$ cat config.mk
export PLATFORM = sky130hd
export DESIGN_NAME = wf_retire_tracker
export DESIGN_NICKNAME = d
export VERILOG_FILES = /design/src/rtl/wf_retire_tracker.sv
export SDC_FILE = /design/constraint.sdc
export NUM_CORES = 2
export LEC_CHECK = 0
export ABC_AREA = 1
export CORE_MARGIN = 3
export CORE_UTILIZATION = 35
export CTS_BUF_LIST = sky130_fd_sc_hd__clkbuf_4
export CTS_CLUSTER_SIZE = 28
export DETAILED_ROUTE_END_ITERATION = 8
export GPL_ROUTABILITY_DRIVEN = 0
export GPL_TIMING_DRIVEN = 0
export PLACE_DENSITY = 0.57
export SLEW_MARGIN = 5
export SYNTH_ARGS = -nofsm -noshare
export SYNTH_HDL_FRONTEND = slang
export SYNTH_SLANG_ARGS = --single-unit
$ cat constraint.sdc
create_clock -name i_clk -period 14.45 [get_ports i_clk]
set_clock_uncertainty 0.1 [all_clocks]
set_input_delay 2.89 -clock i_clk [delete_from_list [all_inputs] [get_ports i_clk]]
set_output_delay 2.89 -clock i_clk [all_outputs]
set_load 0.02 [all_outputs]
$ cat src/rtl/wf_retire_tracker.sv
// ---------------------------------------------------------------------------
// wf_retire_tracker
//   Per-wavefront completion tracker for the issue stage. Each wavefront slot
//   keeps an in-flight instruction counter and a halted flag. A slot is
//   offered to fetch as "done" once it has halted, has nothing in flight and
//   is not waiting on memory. Done ids are chosen round-robin and presented
//   through a registered valid/ready output.
//
//   Handshake: o_done_valid/o_done_wfid are loaded only when the output
//   register is empty or is being accepted this cycle
//   (~o_done_valid | i_done_ready). A transfer happens on a cycle where
//   o_done_valid & i_done_ready. While o_done_valid & ~i_done_ready the
//   output holds, whatever happens to i_mem_wait.
//
// Ports
//   i_clk, i_rst        clock, asynchronous active-low reset (0 = reset)
//   i_issue_valid/wfid  one instruction issued to wavefront i_issue_wfid
//   i_retire_valid/wfid NUM_RET retire ports, port k id at [k*WF_ID_W +: WF_ID_W]
//   i_halt_valid/wfid   wavefront reached s_endpgm
//   i_alloc_valid/wfid  slot re-dispatched: clears counter and halted flag
//   i_mem_wait          per-wavefront outstanding memory flag
//   o_done_valid/wfid   finished wavefront presented to fetch
//   i_done_ready        fetch accepts o_done_wfid
//   o_max_inflight      per-wavefront counter >= MAX_INFLIGHT (issue stall)
//   o_err               sticky error: counter saturation, bad id, alloc of
//                       the wavefront being presented on done
// ---------------------------------------------------------------------------
module wf_retire_tracker #(
   parameter int NUM_WF       = 40,
   parameter int WF_ID_W      = 6,
   parameter int NUM_RET      = 3,
   parameter int CNT_W        = 4,
   parameter int MAX_INFLIGHT = 15
) (
   input  logic                       i_clk,
   input  logic                       i_rst,
   input  logic                       i_issue_valid,
   input  logic [WF_ID_W-1:0]         i_issue_wfid,
   input  logic [NUM_RET-1:0]         i_retire_valid,
   input  logic [NUM_RET*WF_ID_W-1:0] i_retire_wfid,
   input  logic                       i_halt_valid,
   input  logic [WF_ID_W-1:0]         i_halt_wfid,
   input  logic                       i_alloc_valid,
   input  logic [WF_ID_W-1:0]         i_alloc_wfid,
   input  logic [NUM_WF-1:0]          i_mem_wait,
   output logic                       o_done_valid,
   output logic [WF_ID_W-1:0]         o_done_wfid,
   input  logic                       i_done_ready,
   output logic [NUM_WF-1:0]          o_max_inflight,
   output logic                       o_err
);

   localparam int CNT_MAX = (1 << CNT_W) - 1;

   logic [CNT_W-1:0]   r_cnt [NUM_WF];
   logic [CNT_W-1:0]   w_cnt_nxt [NUM_WF];
   logic [NUM_WF-1:0]  r_halted;
   logic [NUM_WF-1:0]  w_halted_nxt;
   logic [NUM_WF-1:0]  w_cand;
   logic               r_done_valid;
   logic [WF_ID_W-1:0] r_done_wfid;
   logic [WF_ID_W-1:0] r_rr;
   logic               r_err;
   logic               w_err_set;
   logic               w_hs;
   logic               w_load;
   logic               w_found;
   logic [WF_ID_W-1:0] w_pick;
   logic [WF_ID_W-1:0] w_scan;
   logic               w_alloc_hit;
   int                 v_sum;
   int                 v_idx;

   assign w_hs   = r_done_valid & i_done_ready;
   assign w_load = ~r_done_valid | i_done_ready;

   // Counter, halted flag, candidate mask and error detection.
   always_comb begin
      w_err_set    = 1'b0;
      w_halted_nxt = r_halted;
      w_cand       = '0;
      w_alloc_hit  = 1'b0;
      v_sum        = 0;

      // Out-of-range ids are dropped (they never match a slot below) but flagged.
      if (i_issue_valid && int'(i_issue_wfid) >= NUM_WF) w_err_set = 1'b1;
      if (i_halt_valid  && int'(i_halt_wfid)  >= NUM_WF) w_err_set = 1'b1;
      if (i_alloc_valid && int'(i_alloc_wfid) >= NUM_WF) w_err_set = 1'b1;
      for (int k = 0; k < NUM_RET; k++) begin
         if (i_retire_valid[k] && int'(i_retire_wfid[k*WF_ID_W +: WF_ID_W]) >= NUM_WF)
            w_err_set = 1'b1;
      end
      // Re-allocating the slot fetch is looking at is a protocol error; the
      // handshake itself is left alone.
      if (i_alloc_valid && r_done_valid && i_alloc_wfid == r_done_wfid) w_err_set = 1'b1;

      for (int i = 0; i < NUM_WF; i++) begin
         w_alloc_hit = i_alloc_valid && (i_alloc_wfid == WF_ID_W'(i));

         v_sum = int'(r_cnt[i]);
         if (i_issue_valid && i_issue_wfid == WF_ID_W'(i)) v_sum = v_sum + 1;
         for (int k = 0; k < NUM_RET; k++) begin
            if (i_retire_valid[k] && i_retire_wfid[k*WF_ID_W +: WF_ID_W] == WF_ID_W'(i))
               v_sum = v_sum - 1;
         end

         if (w_alloc_hit) begin
            w_cnt_nxt[i] = '0;
         end else if (v_sum < 0) begin
            w_cnt_nxt[i] = '0;
            w_err_set    = 1'b1;
         end else if (v_sum > CNT_MAX) begin
            w_cnt_nxt[i] = CNT_W'(CNT_MAX);
            w_err_set    = 1'b1;
         end else begin
            w_cnt_nxt[i] = CNT_W'(v_sum);
         end

         // Priority: accepted done clears, new halt sets, alloc clears last.
         if (w_hs && r_done_wfid == WF_ID_W'(i))               w_halted_nxt[i] = 1'b0;
         if (i_halt_valid && i_halt_wfid == WF_ID_W'(i))      w_halted_nxt[i] = 1'b1;
         if (w_alloc_hit)                                     w_halted_nxt[i] = 1'b0;

         // The slot already on the output is excluded so it is not picked twice.
         w_cand[i] = r_halted[i] && (r_cnt[i] == '0) && !i_mem_wait[i] &&
                     !(r_done_valid && r_done_wfid == WF_ID_W'(i));
      end
   end

   // Round-robin pick: first candidate at or after r_rr, wrapping at NUM_WF.
   always_comb begin
      w_found = 1'b0;
      w_pick  = '0;
      w_scan  = '0;
      v_idx   = 0;
      for (int k = 0; k < NUM_WF; k++) begin
         v_idx = int'(r_rr) + k;
         if (v_idx >= NUM_WF) v_idx = v_idx - NUM_WF;
         w_scan = WF_ID_W'(v_idx);
         if (!w_found && w_cand[w_scan]) begin
            w_found = 1'b1;
            w_pick  = w_scan;
         end
      end
   end

   always_ff @(posedge i_clk or negedge i_rst) begin
      if (!i_rst) begin
         for (int i = 0; i < NUM_WF; i++) r_cnt[i] <= '0;
         r_halted     <= '0;
         r_done_valid <= 1'b0;
         r_done_wfid  <= '0;
         r_rr         <= '0;
         r_err        <= 1'b0;
      end else begin
         for (int i = 0; i < NUM_WF; i++) r_cnt[i] <= w_cnt_nxt[i];
         r_halted <= w_halted_nxt;
         if (w_err_set) r_err <= 1'b1;
         if (w_load) begin
            r_done_valid <= w_found;
            if (w_found) begin
               r_done_wfid <= w_pick;
               r_rr        <= (w_pick == WF_ID_W'(NUM_WF - 1)) ? '0 : w_pick + 1'b1;
            end
         end
      end
   end

   always_comb begin
      o_max_inflight = '0;
      for (int i = 0; i < NUM_WF; i++) o_max_inflight[i] = (int'(r_cnt[i]) >= MAX_INFLIGHT);
   end

   assign o_done_valid = r_done_valid;
   assign o_done_wfid  = r_done_wfid;
   assign o_err        = r_err;

endmodule

==> impl_metrics.prom <==
# TYPE chip_impl_metric gauge
chip_impl_info{name="outcome",value="finished, final reports clean"} 1
chip_impl_info{name="cts_root_buffer",value="sky130_fd_sc_hd__clkbuf_4"} 1
chip_impl_metric{name="synth.lib_cells_used.distinct",unit=""} 84
chip_impl_info{name="crit-reg2reg-capture",value="r_rr[1]$_DFFE_PN0P_"} 1
chip_impl_metric{name="clk_transition_reported_paths",unit="ps"} 70
chip_impl_metric{name="crit_path_max_incr_delay",unit="ps"} 780
chip_impl_metric{name="synth_edf_count",unit=""} 0
chip_impl_metric{name="grt_pass1_wl",unit="um"} 269000
chip_impl_info{name="setup_repair_after_global_routing_missed_its_margin",value="false"} 1
chip_impl_metric{name="io_buffers",unit=""} 132
chip_impl_info{name="hold_path_end",value="r_halted[29]$_DFFE_PN0P_"} 1
chip_impl_metric{name="antenna_violating_nets_post_route",unit=""} 0
chip_impl_metric{name="die_h",unit="um"} 356.8
chip_impl_metric{name="leakage",unit="uW"} 0.02298
chip_impl_info{name="worst_hold_startpoint",value="r_halted[29]$_DFFE_PN0P_"} 1
chip_impl_metric{name="slew_violations",unit=""} 0
chip_impl_metric{name="critPathArrivalTime",unit="ps"} 10860
chip_impl_info{name="synthFlopType",value="sky130_fd_sc_hd__dfrtp_1"} 1
chip_impl_metric{name="cts_sinks",unit=""} 214
chip_impl_metric{name="cts_inserted_buffers",unit=""} 69
chip_impl_info{name="worstSetupPathType",value="reg -> reg"} 1
chip_impl_metric{name="power.share.switching",unit="%"} 65.44
chip_impl_metric{name="timing.reg2reg.worst_path_depth",unit=""} 41
chip_impl_info{name="min_path_type",value="reg -> reg"} 1
chip_impl_metric{name="syn_inst",unit=""} 7746
chip_impl_metric{name="share_of_final_layout_standard_cells_stronger_than_drive_strength_1",unit="%"} 4.030
chip_impl_metric{name="detail_route.vias_per_cell",unit=""} 5.389
chip_impl_metric{name="ys_ff_latch",unit=""} 214
chip_impl_metric{name="post_cts_setup_driven_buffer_insertion_count",unit=""} 0
chip_impl_metric{name="rows",unit=""} 128
chip_impl_info{name="synthTopCellsByCount",value="sky130_fd_sc_hd__nand2_1, sky130_fd_sc_hd__inv_1, sky130_fd_sc_hd__nor2_1"} 1
chip_impl_info{name="reg2reg_from",value="r_rr[1]$_DFFE_PN0P_"} 1
chip_impl_metric{name="placed_area",unit="sq um"} 46500
chip_impl_metric{name="htree_levels",unit=""} 3
chip_impl_info{name="worst_path_max_delay_cell",value="sky130_fd_sc_hd__buf_1"} 1
chip_impl_metric{name="ys_async_rst_share",unit="%"} 100.0
chip_impl_metric{name="comb_power_share",unit="%"} 84.0
chip_impl_info{name="synth_most_common_cell",value="sky130_fd_sc_hd__nand2_1"} 1
chip_impl_info{name="crit_path_frequent_cell",value="sky130_fd_sc_hd__nand2_1"} 1
chip_impl_metric{name="number_of_failing_hold_endpoints_at_the_final_stage",unit=""} 0
chip_impl_metric{name="cp.required",unit="ps"} 15060
chip_impl_metric{name="setup_violations",unit=""} 0
chip_impl_metric{name="die_w",unit="um"} 356.8
chip_impl_metric{name="synth.cell_area",unit="sq um"} 43080
chip_impl_metric{name="max_freq",unit="MHz"} 97.60
chip_impl_metric{name="num_io_pins",unit=""} 133
chip_impl_metric{name="grt_usage",unit="%"} 27.36
chip_impl_metric{name="floorplan.die_area",unit="sq um"} 127300
chip_impl_metric{name="timing.reg2reg.setup_slack",unit="ps"} 4200
chip_impl_metric{name="finish.instance_area",unit="sq um"} 47340
chip_impl_metric{name="design.final.nets",unit=""} 8338
chip_impl_metric{name="drtPass1Iterations",unit=""} 8
chip_impl_metric{name="maxCapViolCount",unit=""} 0
chip_impl_metric{name="layout.filler_cells",unit=""} 13570
chip_impl_metric{name="start_util",unit="%"} 35.30
chip_impl_metric{name="cts-root-to-sink-buffers",unit=""} 3
chip_impl_metric{name="design_power_total",unit="uW"} 11230
chip_impl_metric{name="cell_internal_pwr",unit="uW"} 3881
chip_impl_metric{name="mappedNetlistNets",unit=""} 8133
chip_impl_metric{name="postSynthAreaPerCell",unit="sq um"} 5.561
chip_impl_metric{name="place_hpwl",unit="um"} 151300
chip_impl_metric{name="postCtsHoldBufs",unit=""} 0
chip_impl_metric{name="yosys_warnings",unit=""} 0
chip_impl_metric{name="tightestPinTransition",unit="ps"} 1458
chip_impl_info{name="cts_tree",value="done"} 1
chip_impl_info{name="synth_largest_area_cell",value="sky130_fd_sc_hd__nand2_1"} 1
chip_impl_metric{name="aggregate_routed_wire_length",unit="um"} 181900
chip_impl_metric{name="multi_input_area",unit="sq um"} 31780
chip_impl_metric{name="antenna_found_initial",unit=""} 14
chip_impl_metric{name="timing.hold.worst_path_depth",unit=""} 2
chip_impl_metric{name="grt_pass1_vias",unit=""} 47040
chip_impl_metric{name="ff_latch_area",unit="sq um"} 5355
chip_impl_info{name="setup.worst_path.start_class",value="flip-flop"} 1
chip_impl_metric{name="power.clock.fraction",unit="%"} 5.7
chip_impl_info{name="end_kind",value="flip-flop"} 1
chip_impl_metric{name="fin_crit",unit="ps"} 10250
chip_impl_metric{name="finalCritPeriodShare",unit="%"} 70.91
chip_impl_metric{name="synth_top_area_share",unit="%"} 14.15
chip_impl_metric{name="synth-seq-area-share",unit="%"} 12.43
chip_impl_metric{name="cts-resized-gates",unit=""} 0
chip_impl_metric{name="count_of_unresolved_drc_violations_after_routing",unit=""} 0
chip_impl_metric{name="grt_overflow",unit=""} 0
chip_impl_metric{name="power_per_cell_area",unit="nW/um^2"} 237.2
chip_impl_info{name="synth.top_cells.by_area",value="sky130_fd_sc_hd__nand2_1, sky130_fd_sc_hd__inv_1, sky130_fd_sc_hd__dfrtp_1"} 1
chip_impl_metric{name="syn_to_final_growth",unit="%"} 9.893
chip_impl_metric{name="insertion_delay",unit="ps"} 870
chip_impl_metric{name="max-slew-margin-rel",unit="%"} 2.811
chip_impl_metric{name="initialDrtViolationCount",unit=""} 5518
chip_impl_metric{name="timing.setup.tns",unit="ps"} 0
chip_impl_metric{name="pin_count_of_the_biggest_net_entering_global_routing",unit=""} 92
chip_impl_metric{name="switching_power",unit="uW"} 7350
chip_impl_metric{name="crit_path_max_fanout",unit=""} 14
chip_impl_metric{name="wire_per_inst",unit="um"} 18.90
chip_impl_metric{name="peakVddDrop",unit="mV"} 0.2552
chip_impl_metric{name="share_seq_of_total_power",unit="%"} 10.3
chip_impl_metric{name="detailroute.via_count",unit=""} 51870
chip_impl_metric{name="core_area",unit="sq um"} 122000
==> registers in the layout (all words and copies together) (netlist names) <==
name,flops
r_cnt,160
r_halted,40
o_done_wfid,6
r_rr,6
o_done_valid,1
o_err,1
==> layout make-up <==
cell class                 instances  area share, %
timing repair buffer             134          2.918
clock buffer                      93          1.475
buffer                            80         0.7956
clock inverter                    17         0.2511
tap                             1625          4.295
sequential                       214          11.31
inverter                        1482          11.77
multi-input combinational       5970          67.14
antenna                            9        0.04758
==> worst max-delay path by stage <==
stage | from | end | slack, ps | cells after the start
after floorplan | i_issue_wfid[4] | o_err$_DFFE_PN0P_ | 7270 | 25
after global placement | i_rst | r_cnt[30]$_DFF_PN0_ | 60 | 1
after detailed placement | i_issue_valid | o_err$_DFFE_PN0P_ | 3880 | 26
after CTS | i_issue_valid | o_err$_DFFE_PN0P_ | 4740 | 26
after global routing | r_rr[1]$_DFFE_PN0P_ | r_rr[1]$_DFFE_PN0P_ | 3770 | 41
final | r_rr[1]$_DFFE_PN0P_ | r_rr[1]$_DFFE_PN0P_ | 4200 | 41
==> per-stage QoR <==
step / setup WS [ps] / instances / util (%) / hold slack, ps
2_1_floorplan: 7273 / 7746 / - / 403.4
3_3_place_gp: 58.56 / 9503 / 38.05 / 423.7
3_5_place_dp: 3883 / 9505 / 38.10 / 432.2
4_1_cts: 4744 / 9615 / 38.77 / 444.5
5_1_grt: 3772 / 9621 / 38.78 / 472.0
6_report: 4204 / 9624 / 38.79 / 443.0
==> cells by family (layout without fill, tap and decap cells) <==
group / after synthesis / after routing / share of synthesized area [%]
other cells: 0 / 9 / 0
buf+inv: 1562 / 1806 / 13.81
simple gates: 4260 / 4260 / 42.91
fa+ha+maj: 302 / 302 / 8.789
flops: 214 / 214 / 12.43
mux: 3 / 3 / 0.06971
compound gates: 1015 / 1015 / 13.70
xor+xnor: 390 / 390 / 8.287
==> power by group through the flow <==
stage / clock, uW / combinational [uW] / sequential (uW)
6_report: 645 / 9430 / 1160
5_1_grt: 691 / 10400 / 1180
4_1_cts: 663 / 9090 / 1150
3_5_place_dp: 0 / 9040 / 1160
3_3_place_gp: 0 / 8900 / 1160
2_1_floorplan: 0 / 6370 / 1060
==> cells in the final DEF, fill, tap and decap left out, types with 15 or more instances in the layout <==
master / netlist / final
sky130_fd_sc_hd__a211oi_1: 17 / 17
sky130_fd_sc_hd__a21oi_1: 256 / 256
sky130_fd_sc_hd__a31oi_1: 62 / 62
sky130_fd_sc_hd__buf_2: 22 / 22
sky130_fd_sc_hd__clkbuf_1: 41 / 41
sky130_fd_sc_hd__clkbuf_4: 0 / 93
sky130_fd_sc_hd__clkdlybuf4s50_1: 0 / 131
sky130_fd_sc_hd__clkinv_1: 10 / 21
sky130_fd_sc_hd__dfrtp_1: 214 / 214
sky130_fd_sc_hd__ha_1: 301 / 301
sky130_fd_sc_hd__inv_1: 1443 / 1443
sky130_fd_sc_hd__inv_2: 26 / 28
sky130_fd_sc_hd__nand2_1: 1624 / 1624
sky130_fd_sc_hd__nand2_2: 15 / 15
sky130_fd_sc_hd__nand3_1: 644 / 644
sky130_fd_sc_hd__nand3b_1: 45 / 45
sky130_fd_sc_hd__nand4_1: 179 / 179
sky130_fd_sc_hd__nor2_1: 1286 / 1286
sky130_fd_sc_hd__nor2_2: 19 / 19
sky130_fd_sc_hd__nor3_1: 263 / 263
sky130_fd_sc_hd__nor4_1: 57 / 57
sky130_fd_sc_hd__o211ai_1: 28 / 28
sky130_fd_sc_hd__o21a_1: 29 / 29
sky130_fd_sc_hd__o21ai_0: 424 / 424
sky130_fd_sc_hd__o21ai_1: 36 / 36
sky130_fd_sc_hd__o31ai_1: 31 / 31
sky130_fd_sc_hd__or2_2: 69 / 69
sky130_fd_sc_hd__xnor2_1: 69 / 69
sky130_fd_sc_hd__xor2_1: 308 / 308
==> per-layer routing <==
metal	vias to the layer above	wire length (um)	GRT usage (%)
met3	507	19320	6.674
met1	23530	74980	35.00
met2	2424	75770	42.19
li1	25400	-	-
met4	6	11740	15.00
met5	-	33	0
==> worst max-delay path, delay by kind of cell, from the launching register on <==
family	cells	cell delay [ps]
compound gates	3	760
xor+xnor	1	610
fa+ha+maj	2	520
buf+inv	6	3090
flops	1	600
simple gates	29	4340
Power figures use the tool's default switching activity.
